<file path="src/rtl/multicycle_controller.sv">
// multicycle_controller: Moore FSM that walks each RV32I instruction through
// fetch/decode/execute/memory/writeback and drives the datapath selects and
// strobes. Memory states stall on mem_ready, bounded by a wait counter.
// Optional feature macro: MCCTRL_JAL_EN (adds the JUMP state for opcode 1101111).
module multicycle_controller #(
  parameter int WAIT_MAX = 15,
  parameter int OPCODE_W = 7
) (
  input  logic                clk,
  input  logic                reset,
  input  logic [OPCODE_W-1:0] Opcode,
  input  logic                mem_ready,
  output logic                IRWrite,
  output logic                PCWrite,
  output logic                PCSrc,
  output logic                AdrSrc,
  output logic [1:0]          ALUSrcA,
  output logic [1:0]          ALUSrcB,
  output logic [1:0]          ALUOp,
  output logic                MemRead,
  output logic                MemWrite,
  output logic                RegWrite,
  output logic                MemtoReg,
  output logic                Branch,
  output logic                instr_done,
  output logic                trap
);

  localparam int CNT_W = $clog2(WAIT_MAX + 1);
  localparam logic [CNT_W-1:0] LAST_WAIT = CNT_W'(WAIT_MAX - 1);

  localparam logic [OPCODE_W-1:0] OP_LOAD  = OPCODE_W'(7'b0000011);
  localparam logic [OPCODE_W-1:0] OP_STORE = OPCODE_W'(7'b0100011);
  localparam logic [OPCODE_W-1:0] OP_RTYPE = OPCODE_W'(7'b0110011);
  localparam logic [OPCODE_W-1:0] OP_ITYPE = OPCODE_W'(7'b0010011);
  localparam logic [OPCODE_W-1:0] OP_BRNCH = OPCODE_W'(7'b1100011);
`ifdef MCCTRL_JAL_EN
  localparam logic [OPCODE_W-1:0] OP_JAL   = OPCODE_W'(7'b1101111);
`endif

  typedef enum logic [3:0] {
    IDLE   = 4'd0,
    FETCH  = 4'd1,
    DECODE = 4'd2,
    MEMADR = 4'd3,
    MEMRD  = 4'd4,
    MEMWB  = 4'd5,
    MEMWR  = 4'd6,
    EXEC_R = 4'd7,
    EXEC_I = 4'd8,
    ALUWB  = 4'd9,
    BRANCH = 4'd10,
`ifdef MCCTRL_JAL_EN
    JUMP   = 4'd11,
`endif
    TRAP   = 4'd12
  } state_t;

  state_t           state_reg, state_next;
  logic [CNT_W-1:0] wait_cnt_reg, wait_cnt_next;
  logic             in_mem_state;
  logic             timeout;

  // A memory state is one that stalls on the mem_ready handshake.
  assign in_mem_state = (state_reg == FETCH) || (state_reg == MEMRD) || (state_reg == MEMWR);
  // The current stalled cycle is the WAIT_MAX-th consecutive one.
  assign timeout      = in_mem_state && !mem_ready && (wait_cnt_reg == LAST_WAIT);

  // State and wait counter registers; reset returns straight to IDLE.
  always_ff @(posedge clk or posedge reset) begin
    if (reset) begin
      state_reg    <= IDLE;
      wait_cnt_reg <= '0;
    end else begin
      state_reg    <= state_next;
      wait_cnt_reg <= wait_cnt_next;
    end
  end

  // Counter only runs while a memory state stalls; any completion or other
  // state leaves it at zero, so each memory state starts from a clean count.
  always_comb begin
    wait_cnt_next = '0;
    if (in_mem_state && !mem_ready && !timeout)
      wait_cnt_next = wait_cnt_reg + 1'b1;
  end

  // Next-state logic and Moore outputs (IRWrite/PCWrite in FETCH and
  // instr_done in MEMWR are qualified by mem_ready).
  always_comb begin
    state_next = state_reg;
    IRWrite    = 1'b0;
    PCWrite    = 1'b0;
    PCSrc      = 1'b0;
    AdrSrc     = 1'b0;
    ALUSrcA    = 2'b00;
    ALUSrcB    = 2'b00;
    ALUOp      = 2'b00;
    MemRead    = 1'b0;
    MemWrite   = 1'b0;
    RegWrite   = 1'b0;
    MemtoReg   = 1'b0;
    Branch     = 1'b0;
    instr_done = 1'b0;
    trap       = 1'b0;
    case (state_reg)
      IDLE: state_next = FETCH;
      FETCH: begin
        MemRead = 1'b1;
        ALUSrcB = 2'b10;
        IRWrite = mem_ready;
        PCWrite = mem_ready;
        if (mem_ready)    state_next = DECODE;
        else if (timeout) state_next = TRAP;
      end
      DECODE: begin
        ALUSrcA = 2'b01;
        ALUSrcB = 2'b01;
        case (Opcode)
          OP_LOAD, OP_STORE: state_next = MEMADR;
          OP_RTYPE:          state_next = EXEC_R;
          OP_ITYPE:          state_next = EXEC_I;
          OP_BRNCH:          state_next = BRANCH;
`ifdef MCCTRL_JAL_EN
          OP_JAL:            state_next = JUMP;
`endif
          default:           state_next = TRAP;
        endcase
      end
      MEMADR: begin
        ALUSrcA    = 2'b10;
        ALUSrcB    = 2'b01;
        state_next = (Opcode == OP_LOAD) ? MEMRD : MEMWR;
      end
      MEMRD: begin
        MemRead = 1'b1;
        AdrSrc  = 1'b1;
        if (mem_ready)    state_next = MEMWB;
        else if (timeout) state_next = TRAP;
      end
      MEMWB: begin
        RegWrite   = 1'b1;
        MemtoReg   = 1'b1;
        instr_done = 1'b1;
        state_next = FETCH;
      end
      MEMWR: begin
        MemWrite   = 1'b1;
        AdrSrc     = 1'b1;
        instr_done = mem_ready;
        if (mem_ready)    state_next = FETCH;
        else if (timeout) state_next = TRAP;
      end
      EXEC_R: begin
        ALUSrcA    = 2'b10;
        ALUOp      = 2'b10;
        state_next = ALUWB;
      end
      EXEC_I: begin
        ALUSrcA    = 2'b10;
        ALUSrcB    = 2'b01;
        ALUOp      = 2'b10;
        state_next = ALUWB;
      end
      ALUWB: begin
        RegWrite   = 1'b1;
        instr_done = 1'b1;
        state_next = FETCH;
      end
      BRANCH: begin
        ALUSrcA    = 2'b10;
        ALUOp      = 2'b01;
        Branch     = 1'b1;
        PCSrc      = 1'b1;
        instr_done = 1'b1;
        state_next = FETCH;
      end
`ifdef MCCTRL_JAL_EN
      JUMP: begin
        ALUSrcA    = 2'b01;
        ALUSrcB    = 2'b10;
        RegWrite   = 1'b1;
        PCWrite    = 1'b1;
        PCSrc      = 1'b1;
        instr_done = 1'b1;
        state_next = FETCH;
      end
`endif
      TRAP: trap = 1'b1;
      default: state_next = TRAP;
    endcase
  end

endmodule

</file>
<file path="config.mk">
export PLATFORM = sky130hd
export DESIGN_NAME = multicycle_controller
export DESIGN_NICKNAME = d
export VERILOG_FILES = /design/src/rtl/multicycle_controller.sv
export SDC_FILE = /design/constraint.sdc
export NUM_CORES = 1
export LEC_CHECK = 0
export BUFFER_PORTS_ARGS = -buffer_cell sky130_fd_sc_hd__buf_2
export CAP_MARGIN = 25
export CORE_ASPECT_RATIO = 0.9
export CORE_MARGIN = 4
export CORE_UTILIZATION = 41
export DETAILED_ROUTE_END_ITERATION = 7
export PLACE_DENSITY = 0.72
export SLEW_MARGIN = 20
export SYNTH_ARGS = -nofsm -noshare
export SYNTH_HDL_FRONTEND = slang
export SYNTH_SLANG_ARGS = --single-unit
export TNS_END_PERCENT = 20
</file>
<file path="constraint.sdc">
create_clock -name clk -period 1.7 [get_ports clk]
set_clock_uncertainty 0.15 [all_clocks]
set_input_delay 0.34 -clock clk [delete_from_list [all_inputs] [get_ports clk]]
set_output_delay 0.34 -clock clk [all_outputs]
set_load 0.1 [all_outputs]
</file>
Word level (Yosys, flattened, before mapping)
Cells that the tools add are included.
{"block": "totals", "inputBits": 10, "wordCells": 57, "ff_bits": 8, "output_inout_bits": 17}
{"block": "classes", "mux": 20, "reduce_logical": 17, "eq_ne": 17, "n_addsub": 1}
{"op": "4-bit one-hot mux with 8 select lines", "n": 1}
{"op": "4-bit equality test, second input constant", "n": 5}
{"op": "4-bit 2-to-1 mux", "n": 5}
{"op": "4-bit by 3-bit equality test with 1-bit output, second input constant", "n": 4}
{"op": "4-bit one-hot mux with 4 select lines", "n": 1}
{"op": "7-bit by 6-bit equality test with 1-bit output, second input constant", "n": 2}
{"op": "2-bit one-hot mux with 2 select lines", "n": 3}
{"op": "2-bit OR reduction", "n": 5}
{"op": "4-bit by 2-bit equality test with 1-bit output, second input constant", "n": 2}
{"op": "1-bit 2-to-1 mux", "n": 8}
{"op": "4-bit OR reduction", "n": 2}
{"op": "7-bit by 2-bit equality test with 1-bit output, second input constant", "n": 1}
{"op": "7-bit by 5-bit equality test with 1-bit output, second input constant", "n": 1}
{"op": "7-bit equality test, second input constant", "n": 1}
{"op": "3-bit OR reduction", "n": 2}
{"op": "4-bit by 1-bit adder with 4-bit output, second input constant", "n": 1}
{"op": "4-bit by 1-bit equality test with 1-bit output, second input constant", "n": 1}
{"op": "4-bit zero test", "n": 1}
{"op": "1-bit logical AND", "n": 3}
{"op": "1-bit zero test", "n": 2}
{"op": "1-bit logical OR", "n": 2}
{"op": "2-bit 2-to-1 mux", "n": 1}
{"op": "1-bit one-hot mux with 2 select lines", "n": 1}

Logic depth before layout (Yosys ltp)
Gate-level depths: netlist of run 1.
{"block": "depth", "depth_word": 8, "ltp_mapped": 6, "depth_no_buf": 6}

Worst setup path before layout of run 1
No wires, ideal clock.
{"block": "synth_path", "path_type": "register -> output", "from": "register state_reg[2]", "to": "output ALUOp[0]", "stages_incl_launch_ff": 5, "t_required_ns": 1.210, "n_path_buf": 3, "setup_slack_ns": -2.314, "arrival_ns": 3.524, "path_cell_list": "dfrtp_1 -> buf_2 -> buf_6 -> nor3b_1 -> buf_4"}
{"block": "synth_between", "elab_chain_len": 3, "word_cells_on_any_way": 5, "classes_between": "eq/ne (3); mux (1); reduce/logical (1)"}
{"item": "start: declaration", "line_no": "59", "rtl": "state_t state_reg, state_next;"}
{"item": "start signal: assignment", "line_no": "75", "rtl": "state_reg <= state_next;"}
{"item": "4-bit equality test or 4-bit by 3-bit equality test with 1-bit output (tied branches)", "line_no": "106", "rtl": "case (state_reg)"}
{"item": "2-bit OR reduction (no line)"}
{"item": "2-bit one-hot mux with 2 select lines (*)", "line_no": "106"}
{"item": "end: declaration", "line_no": "19", "rtl": "output logic [1:0] ALUOp,"}
Every way passes the cells marked *; elsewhere a longest branch is shown, timed or not.

Worst setup path after layout of run 1
{"block": "layout_path", "from": "register state_reg[1]", "to": "output ALUOp[1]"}
Same word-level chain as after synthesis.

==> summary.md, run 1 <==
| Metric | Value |
|---|---|
| Mapped Nets | 103 |
| Routability cong. | 0.8187 |
| Post-synth EDFFs | 0 |
| Syn Inst Count | 91 |
| P per Cell Area | 255.9 mW/mm^2 |
| Worst path cell trace | buf_6 > nand2_1 > o32a_1 > inv_2 > buf_12 |
| Initial Util | 44.17% |
| Ant diodes | 0 |
| Final clock period utilization by the worst path | 117.2% |
| Die X | 53.33 um |
| Synth-to-Final Area Change | 97.69% |
| Worst Tran Pin Value | 0.3574 ns |
| Fin crit period | 1.992 ns |
| Post-synthesis register bit count | 8 |
| Top-level I/O count | 27 |
| Status | finished, violations left |
| Slew margin rel. | 76.01% |
| Final Setup Violations | 17 |
| Routed wire length | 3139 um |
| Vias in the first global route | 886 |
| Post-DP HPWL | 1733 um |
| Share of cells above drive strength 1 | 64.49% |
| Overall routing resource usage | 20.94% |
| Peak VDD IR | 0.4215 mV |
| Largest net degree at the start of global routing | 9 |
| Clock sink count | 8 |
| Synth Flop Type | dfrtp_1 |
| Final WS setup | -0.2924 ns |
| Average wire per standard cell | 19.38 um |
| Sequential share of the synthesized area | 26.40% |
| CTS Buffer Depth | 2 |
| Worst-path clk slew | 0.06 ns |
| Fin. Hold Viols | 0 |
| DRC Markers | 0 |
| Cell Area, Placed | 0.001308 sq mm |
| Total CTS buffers | 3 |
| Slowest cell on crit path | dfrtp_2 |
| RSZ-0062 raised after global routing | yes |
| Ys Warns | 0 |
| Fin util | 87.32% |
| Largest cells by area after synthesis | dfrtp_1, nor2_1, nand2b_1, buf_4, nand2_1 |
| Largest stage delay, worst path | 0.45 ns |
| CTS tree | done |
| # rows | 14 |
| Syn Area/Cell | 8.332 sq um |
| Die height | 48.80 um |
| WP buf/inv | 3 |
| Area leader, netlist | dfrtp_1 |
| Worst path top cell family by delay | flip-flops |
| Worst hold path class | input pin to flop |
| Crit path capture type | output pin |
| Port Buf Inserts | 26 |
| Initial antenna violation count | 0 |
| F_max | 501.9 MHz |
| Synth cell types | 38 |
| DRT Pass-1 Iters | 4 |
| Core Box Area | 0.001717 sq mm |
| Pleak | 0.6427 nW |
| GR Overflow Total | 0 |
| Worst setup SP type | flop |
| Antenna viol nets, final | 0 |
| H-tree depth | 1 |
| Top-count cell post-synth | nor2_1 |
| Routed vias/inst | 5.833 |
| Failing checks | negative setup slack |
| Critical Path AT | 1.50 ns |
| Initial DRC Count | 37 |
| Critical Path RT | 1.21 ns |
| Synth top area share | 26.40% |
| Post-synth top cells | nor2_1, dfrtp_1, nand2_1 |
| Total die area | 0.002602 sq mm |
| Via Count | 945 |
| Slew Limit Fails | 0 |
| First-pass GRT wire length | 4036 um |
| Worst-skew pair later-pin latency | 0.27 ns |
| Max-cap violation count | 0 |
| Net count, final | 152 |
| Setup CP Type | flop to output pin |
| Max Fanout on Critical Path | 6 |
| Async SR Flop Fraction | 100.0% |
| CTS root buf | clkbuf_4 |
| Post-Syn Area | 758.2 sq um |
| Cell area after layout | 0.001499 sq mm |
area by class of cell:
cell class                 instances  area (sq um)
sequential                         8         205.2
fill                              94         217.7
timing repair buffer              52         609.3
clock buffer                       3         22.52
multi-input combinational         71         616.8
inverter                           4         15.01
tap                               24         30.03
layout by cell type, fill, tap and decap left out, types with 2 or more instances in the layout:
cell type | Yosys | final
clkbuf_4 | 0 | 3
nor2_2 | 1 | 3
buf_6 | 2 | 7
nor3_4 | 0 | 2
nand3_2 | 2 | 2
nor2_1 | 14 | 8
buf_12 | 0 | 17
buf_2 | 2 | 9
nor2b_1 | 2 | 2
ha_1 | 2 | 2
buf_4 | 4 | 18
dfrtp_1 | 8 | 4
xnor2_1 | 2 | 2
nand2_1 | 8 | 7
nand2b_4 | 0 | 4
nor2_4 | 0 | 4
inv_1 | 4 | 3
nor3b_4 | 0 | 2
dfrtp_2 | 0 | 4
nand3_1 | 4 | 4
nand2b_1 | 6 | 2
and2b_1 | 3 | 2
cells by family after synthesis:
family / count (synthesis) / share of synthesized area (%)
AND/OR/NAND/NOR: 52 / 41.58
multiplexers: 1 / 1.485
flip-flops: 8 / 26.40
buffers and inverters: 12 / 10.23
AO/OA/AOI/OAI: 13 / 13.53
XOR/XNOR: 3 / 3.466
adder cells (fa/ha/maj): 2 / 3.300
worst register-to-register path, stage by stage, from the launching register on:
cell      delay (ns)
dfrtp_1         0.42
inv_1           0.08
ha_1            0.22
a31o_2          0.28
a211oi_1        0.32
a211o_1         0.16
routing by layer:
layer | vias to the layer above | global-route usage [%] | wire length (um)
met5 | - | 0 | 0
met4 | 0 | 8.936 | 113
met3 | 16 | 2.141 | 221
met2 | 53 | 35.51 | 1641
met1 | 467 | 26.04 | 1162
li1 | 409 | - | -
metrics by stage:
stage	instances	hold slack (ns)	total power [mW]	setup WS, ns	TNS, ns
6_report	162	0.3109	0.3836	-0.2924	-3.705
5_1_grt	162	0.3398	0.4063	-0.3805	-4.717
4_1_cts	160	0.2997	0.3709	-0.2205	-2.830
3_5_place_dp	150	0.1516	0.2230	-0.03406	-0.04755
3_3_place_gp	150	0.1359	0.2215	0.01200	0
2_1_floorplan	91	0.005658	0.2058	-0.6624	-7.268
power breakdown:
part / total, mW / internal [mW] / switching [mW] / leakage (nW)
sequential: 0.190 / 0.190 / 0 / 0.0974
clock: 0.161 / 0.0818 / 0.0792 / 0.0138
combinational: 0.0323 / 0.0141 / 0.0182 / 0.531
worst paths after layout:
kind	slack, ns	cells after the start	from	end
max	-0.29	5	state_reg[1]	ALUOp[1]
min	0.31	4	Opcode[4]	state_reg[1]
max reg2reg	0.01	5	wait_cnt_reg[0]	state_reg[0]
min reg2reg	0.39	1	wait_cnt_reg[0]	wait_cnt_reg[0]
max in group asynchronous	0.74	3	reset	state_reg[3]
min in group asynchronous	0.40	3	reset	state_reg[1]
what timing repair did:
action                                  in CTS  in global routing
resized for setup                           20                  7
hold buffers                                 1                  0
pin swaps                                    3                  3
hold endpoints to repair                     8                  0
endpoints found under the setup margin      17                 20
setup buffers                                6                  2
Note: power is estimated with default switching activity, not from simulation.
==> inputs of run 2 (changes only) <==
--- a/config.mk
+++ b/config.mk
@@ -13,5 +13,4 @@
 export DETAILED_ROUTE_END_ITERATION = 7
 export PLACE_DENSITY = 0.72
-export SLEW_MARGIN = 20
 export SYNTH_ARGS = -nofsm -noshare
 export SYNTH_HDL_FRONTEND = slang
--- a/constraint.sdc
+++ b/constraint.sdc
@@ -3,3 +3,3 @@
 set_input_delay 0.34 -clock clk [delete_from_list [all_inputs] [get_ports clk]]
 set_output_delay 0.34 -clock clk [all_outputs]
-set_load 0.1 [all_outputs]
+set_load 0.01 [all_outputs]
==> summary.md, run 2 (synthesis results as in run 1) <==
| Metric | Value |
|---|---|
| Status | finished, violations left |
| Failing checks | negative setup slack |
| Worst Tran Pin Value | 0.3063 ns |
| Fin crit period | 1.884 ns |
| Final WS setup | -0.1843 ns |
| DP Cell Count | 141 |
| Overall routing resource usage | 14.73% |
| Pleak | 0.4984 nW |
| Fin. Hold Viols | 0 |
| Worst path cell trace | nand2b_4 > o32a_1 > inv_1 > buf_2 |
| Synth-to-Final Area Change | 32.18% |
| Initial DRC Count | 8 |
| Commonest non-fill, non-tap cells in the layout | buf_2, nor2_1, buf_4 |
| Flop-to-flop setup slack | 0.14 ns |
| Port Buf Inserts | 26 |
| Share of cells above drive strength 1 | 46.77% |
| M1 GR Usage | 17.96% |
| Most common cell after layout, fill and taps aside | buf_2 |
| Initial Util | 44.17% |
| DRC Markers | 0 |
| Setup CP Type | flop to output pin |
| GR peak layer | met2 |
| CTS root buf | clkbuf_4 |
| RSZ-0062 raised after global routing | yes |
| Slew margin rel. | 79.44% |
| Worst setup SP type | flop |
| CTS tree | done |
| Top-level I/O count | 27 |
| Critical R2R Launch | wait_cnt_reg[0] |
| Met2 usage | 24.49% |
| Die height | 48.80 um |
| Total die area | 0.002602 sq mm |
| Initial antenna violation count | 0 |
| Via Count | 761 |
| Critical Path AT | 1.39 ns |
| CTS Buffer Depth | 2 |
| Routed vias/inst | 5.142 |
| P per Cell Area | 369.8 mW/mm^2 |
| Peak VDD IR | 0.3603 mV |
| Clock sink count | 8 |
| WP buf/inv | 2 |
| Non-filler cells, final | 148 |
| Worst path top cell family by delay | flip-flops |
| GR Overflow Total | 0 |
| Vias in the first global route | 709 |
| Total CTS buffers | 3 |
| Ant diodes | 0 |
| Max Fanout on Critical Path | 5 |
| Worst-skew pair later-pin latency | 0.26 ns |
| Crit path capture type | output pin |
| Post-DP HPWL | 1412 um |
| H-tree depth | 1 |
| Hold Path Sink | state_reg[2] |
| Worst hold path class | input pin to flop |
| Antenna viol nets, final | 0 |
| # rows | 14 |
| Slew Limit Fails | 0 |
| Critical Path RT | 1.21 ns |
| Hold Crit Depth | 4 |
| Worst reg2reg path endpoint | state_reg[0] |
| Core Box Area | 0.001717 sq mm |
| Met3 Track Usage GR | 1.835% |
| Slowest cell on crit path | dfrtp_1 |
| Largest net degree at the start of global routing | 12 |
| Average wire per standard cell | 12.01 um |
| Die X | 53.33 um |
| Net count, final | 138 |
| Worst Hold Launch | mem_ready |
| Final Setup Violations | 14 |
| Routability cong. | 0.8074 |
| F_max | 530.7 MHz |
| Worst-path clk slew | 0.05 ns |
| Reg2Reg Depth | 5 |
| Final clock period utilization by the worst path | 110.8% |
| Worst slack, placed | 0.03854 ns |
| First-pass GRT wire length | 2932 um |
| Routed wire length | 1778 um |
| DRT Pass-1 Iters | 4 |
| Max-cap violation count | 0 |
| FILL cells | 177 |
| WHS | 0.2892 ns |
| Largest stage delay, worst path | 0.42 ns |
run 2: tightest hold or removal path: stages:
cell     delay, ns
buf_2         0.13
nand2_1       0.06
nand2_1       0.06
nand3_2       0.07
run 2: how the worst max path moves through the flow:
stage | from | end | slack [ns] | cells after the start
6_report | state_reg[0] | ALUOp[1] | -0.18 | 4
5_1_grt | state_reg[0] | ALUOp[1] | -0.23 | 4
4_1_cts | state_reg[3] | ALUSrcB[0] | -0.15 | 4
3_5_place_dp | state_reg[3] | ALUOp[1] | 0.04 | 4
3_3_place_gp | state_reg[2] | ALUOp[1] | 0.09 | 4
2_1_floorplan | state_reg[2] | ALUOp[0] | 0.12 | 4
run 2: per-layer routing:
metal	up-vias	part of all wire, %	wire length, um
met2	19	48	849
li1	379	-	-
met1	361	46	826
met5	-	0	0
met3	2	4.8	85
met4	0	0.96	17
run 2: final cells by class:
cell class	instances	area (sq um)	share of cell area, %
well taps	24	30.03	2.996
multi-input cells	71	508.0	50.69
clock buffers	3	22.52	2.247
inverters	4	15.01	1.498
flip-flops and latches	8	203.9	20.35
repair buffers	38	222.7	22.22
run 2: metrics by stage:
step / power, mW / instance area [sq um] / util [%] / setup TNS (ns)
final: 0.3706 / 1002 / 58.38 / -1.416
after CTS: 0.3721 / 987.2 / 57.51 / -1.249
after floorplan: 0.2058 / 763.2 / - / 0
after global placement: 0.2217 / 920.9 / 53.64 / 0
after global routing: 0.3799 / 1002 / 58.38 / -2.320
after detailed placement: 0.2230 / 920.9 / 53.64 / 0
run 2: repair_timing:
action	4_1_cts	5_1_grt
pin swaps	1	1
hold buffers	1	0
gates resized for setup	6	0
buffers inserted	1	2
endpoints found under the hold margin	8	0
setup endpoints to repair	17	14
run 2: power by group:
part           total, mW  internal, mW  switching [mW]
logic             0.0306        0.0141          0.0165
clock network      0.150        0.0811          0.0685
registers          0.190         0.190               0
total              0.371         0.286          0.0850
==> inputs of run 3 (changes only) <==
- clock period: 1.7 -> 2 ns (I/O delays scaled with it)
==> summary.md, run 3 (synthesis results as in run 1) <==
| Metric | Value |
|---|---|
| Clock network power share | 38.1% |
| Max Fanout on Critical Path | 6 |
| Share of cells above drive strength 1 | 41.88% |
| Setup CP Type | flop to output pin |
| Port Buf Inserts | 26 |
| Routed vias/inst | 5.220 |
| Status | complete, no violations |
| Flop-to-flop setup slack | 0.49 ns |
| Routability cong. | 0.7890 |
| Average wire per standard cell | 11.38 um |
| Fin util | 54.37% |
| Top Metal Used | met3 |
| Slew margin rel. | 79.79% |
| Setup TNS | 0 ns |
| Core Box Area | 0.001717 sq mm |
| Internal power | 242.3 uW |
| Net count, final | 131 |
| Reg2Reg Depth | 5 |
| Peak VDD IR | 0.2796 mV |
| Final clock period utilization by the worst path | 96.90% |
| CTS Buffer Depth | 2 |
| RSZ-0062 raised after global routing | yes |
| FILL cells | 170 |
| Register area | 205.2 sq um |
| P per Cell Area | 325.5 mW/mm^2 |
| GR Overflow Total | 0 |
| Worst Tran Pin Value | 0.3028 ns |
| Hold Path Sink | wait_cnt_reg[0] |
| Routed wire length | 1605 um |
| WHS | 0.3477 ns |
| # rows | 14 |
| Commonest non-fill, non-tap cells in the layout | buf_2, nor2_1, nand2_1 |
| Slew Limit Fails | 0 |
| Antenna viol nets, final | 0 |
| Most common cell after layout, fill and taps aside | buf_2 |
| Worst setup SP type | flop |
| Via Count | 736 |
| Largest net degree at the start of global routing | 15 |
| Flop pwr share | 53.3% |
| Synth-to-Final Area Change | 23.10% |
| Clock sink count | 8 |
| DRT Pass-1 Iters | 4 |
| Final Setup Violations | 0 |
| Hold Crit Depth | 1 |
| Vias in the first global route | 683 |
| Fin. Hold Viols | 0 |
| Critical R2R Launch | wait_cnt_reg[0] |
| Worst-path clk slew | 0.05 ns |
| Area of the multi-input gates | 490.5 sq um |
| Gate power share | 8.5% |
| Fin crit period | 1.938 ns |
| Total CTS buffers | 3 |
| F_max | 516.0 MHz |
| Switching share of power | 20.27% |
| Worst-skew pair later-pin latency | 0.24 ns |
| H-tree depth | 1 |
| DRC Markers | 0 |
| DR WL met3 | 132 um |
| Post-DP HPWL | 1305 um |
| Ant diodes | 0 |
| First-pass GRT wire length | 2856 um |
| Initial Util | 44.17% |
| Top-level I/O count | 27 |
| Met2 wire len | 765 um |
| Worst hold path class | flop to flop |
| Overall routing resource usage | 13.78% |
| Initial DRC Count | 30 |
| Die X | 53.33 um |
| Metal-1 WL | 708 um |
| Critical Path RT | 1.45 ns |
| CTS tree | done |
| Worst reg2reg path endpoint | state_reg[1] |
| Crit path capture type | output pin |
| Pleak | 0.4504 nW |
| Die height | 48.80 um |
| Initial antenna violation count | 0 |
| Critical Path AT | 1.39 ns |
| Max-cap violation count | 0 |
| NetSw | 61.61 uW |
| Total die area | 0.002602 sq mm |
| CTS root buf | clkbuf_4 |
| Worst Hold Launch | wait_cnt_reg[0] |
==> run 3: changes by cell type in the layout (fill, tap and decap cells not counted), sizes merged <==
cell	change
buf	-7
==> run 3: worst max-delay path by stage <==
stage	startpoint	end	slack [ns]	cells after the start
floorplan	state_reg[2]	ALUOp[0]	0.19	4
global placement	state_reg[1]	Branch	0.30	3
detailed placement	state_reg[1]	ALUOp[0]	0.25	3
CTS	state_reg[3]	IRWrite	0.01	4
global route	state_reg[0]	ALUOp[1]	-0.01	4
finish	state_reg[0]	ALUOp[1]	0.06	4
==> run 3: metrics by stage <==
stage | setup WS, ns | instances | cell area [sq um] | total power [mW]
finish | 0.06208 | 141 | 933.4 | 0.3039
global route | -0.01281 | 141 | 933.4 | 0.3242
CTS | 0.01224 | 141 | 919.6 | 0.3085
detailed placement | 0.2492 | 137 | 885.9 | 0.1896
global placement | 0.2972 | 137 | 885.9 | 0.1886
floorplan | 0.1878 | 91 | 758.2 | 0.1749
==> run 3: cell type report <==
type	instances	share of cell area [%]
Clock buffer	3	2.413
Inverter	4	1.609
Timing Repair Buffer	31	18.23
Multi-Input combinational cell	71	52.55
Sequential cell	8	21.98
Tap cell	24	3.217
==> run 3: critical path, stage by stage (launching register included) <==
cell and delay, ns:
dfrtp_2 0.43, nand2b_1 0.20, o32a_1 0.34, inv_1 0.06, buf_2 0.12
==> run 3: power by group through the flow <==
| stage | clock (mW) | combinational (mW) | sequential, mW |
|---|---|---|---|
| final | 0.116 | 0.0259 | 0.162 |
| after global routing | 0.133 | 0.0295 | 0.162 |
| after CTS | 0.120 | 0.0264 | 0.162 |
| after detailed placement | 0 | 0.0248 | 0.165 |
| after global placement | 0 | 0.0237 | 0.165 |
| after floorplan | 0 | 0.0101 | 0.165 |
==> run 3: routing by layer <==
layer  global-route usage [%]  up-vias
met5                        0        -
met1                    19.40      340
met2                    21.43       28
li1                         -      368
met4                    5.106        0
met3                    1.223        0
==> run 3: repair_timing <==
item                                    in CTS  in global routing
resized for setup                            1                  5
endpoints found under the hold margin        8                  0
hold buffers                                 1                  0
buffers inserted                             0                  0
endpoints found under the setup margin       3                 11
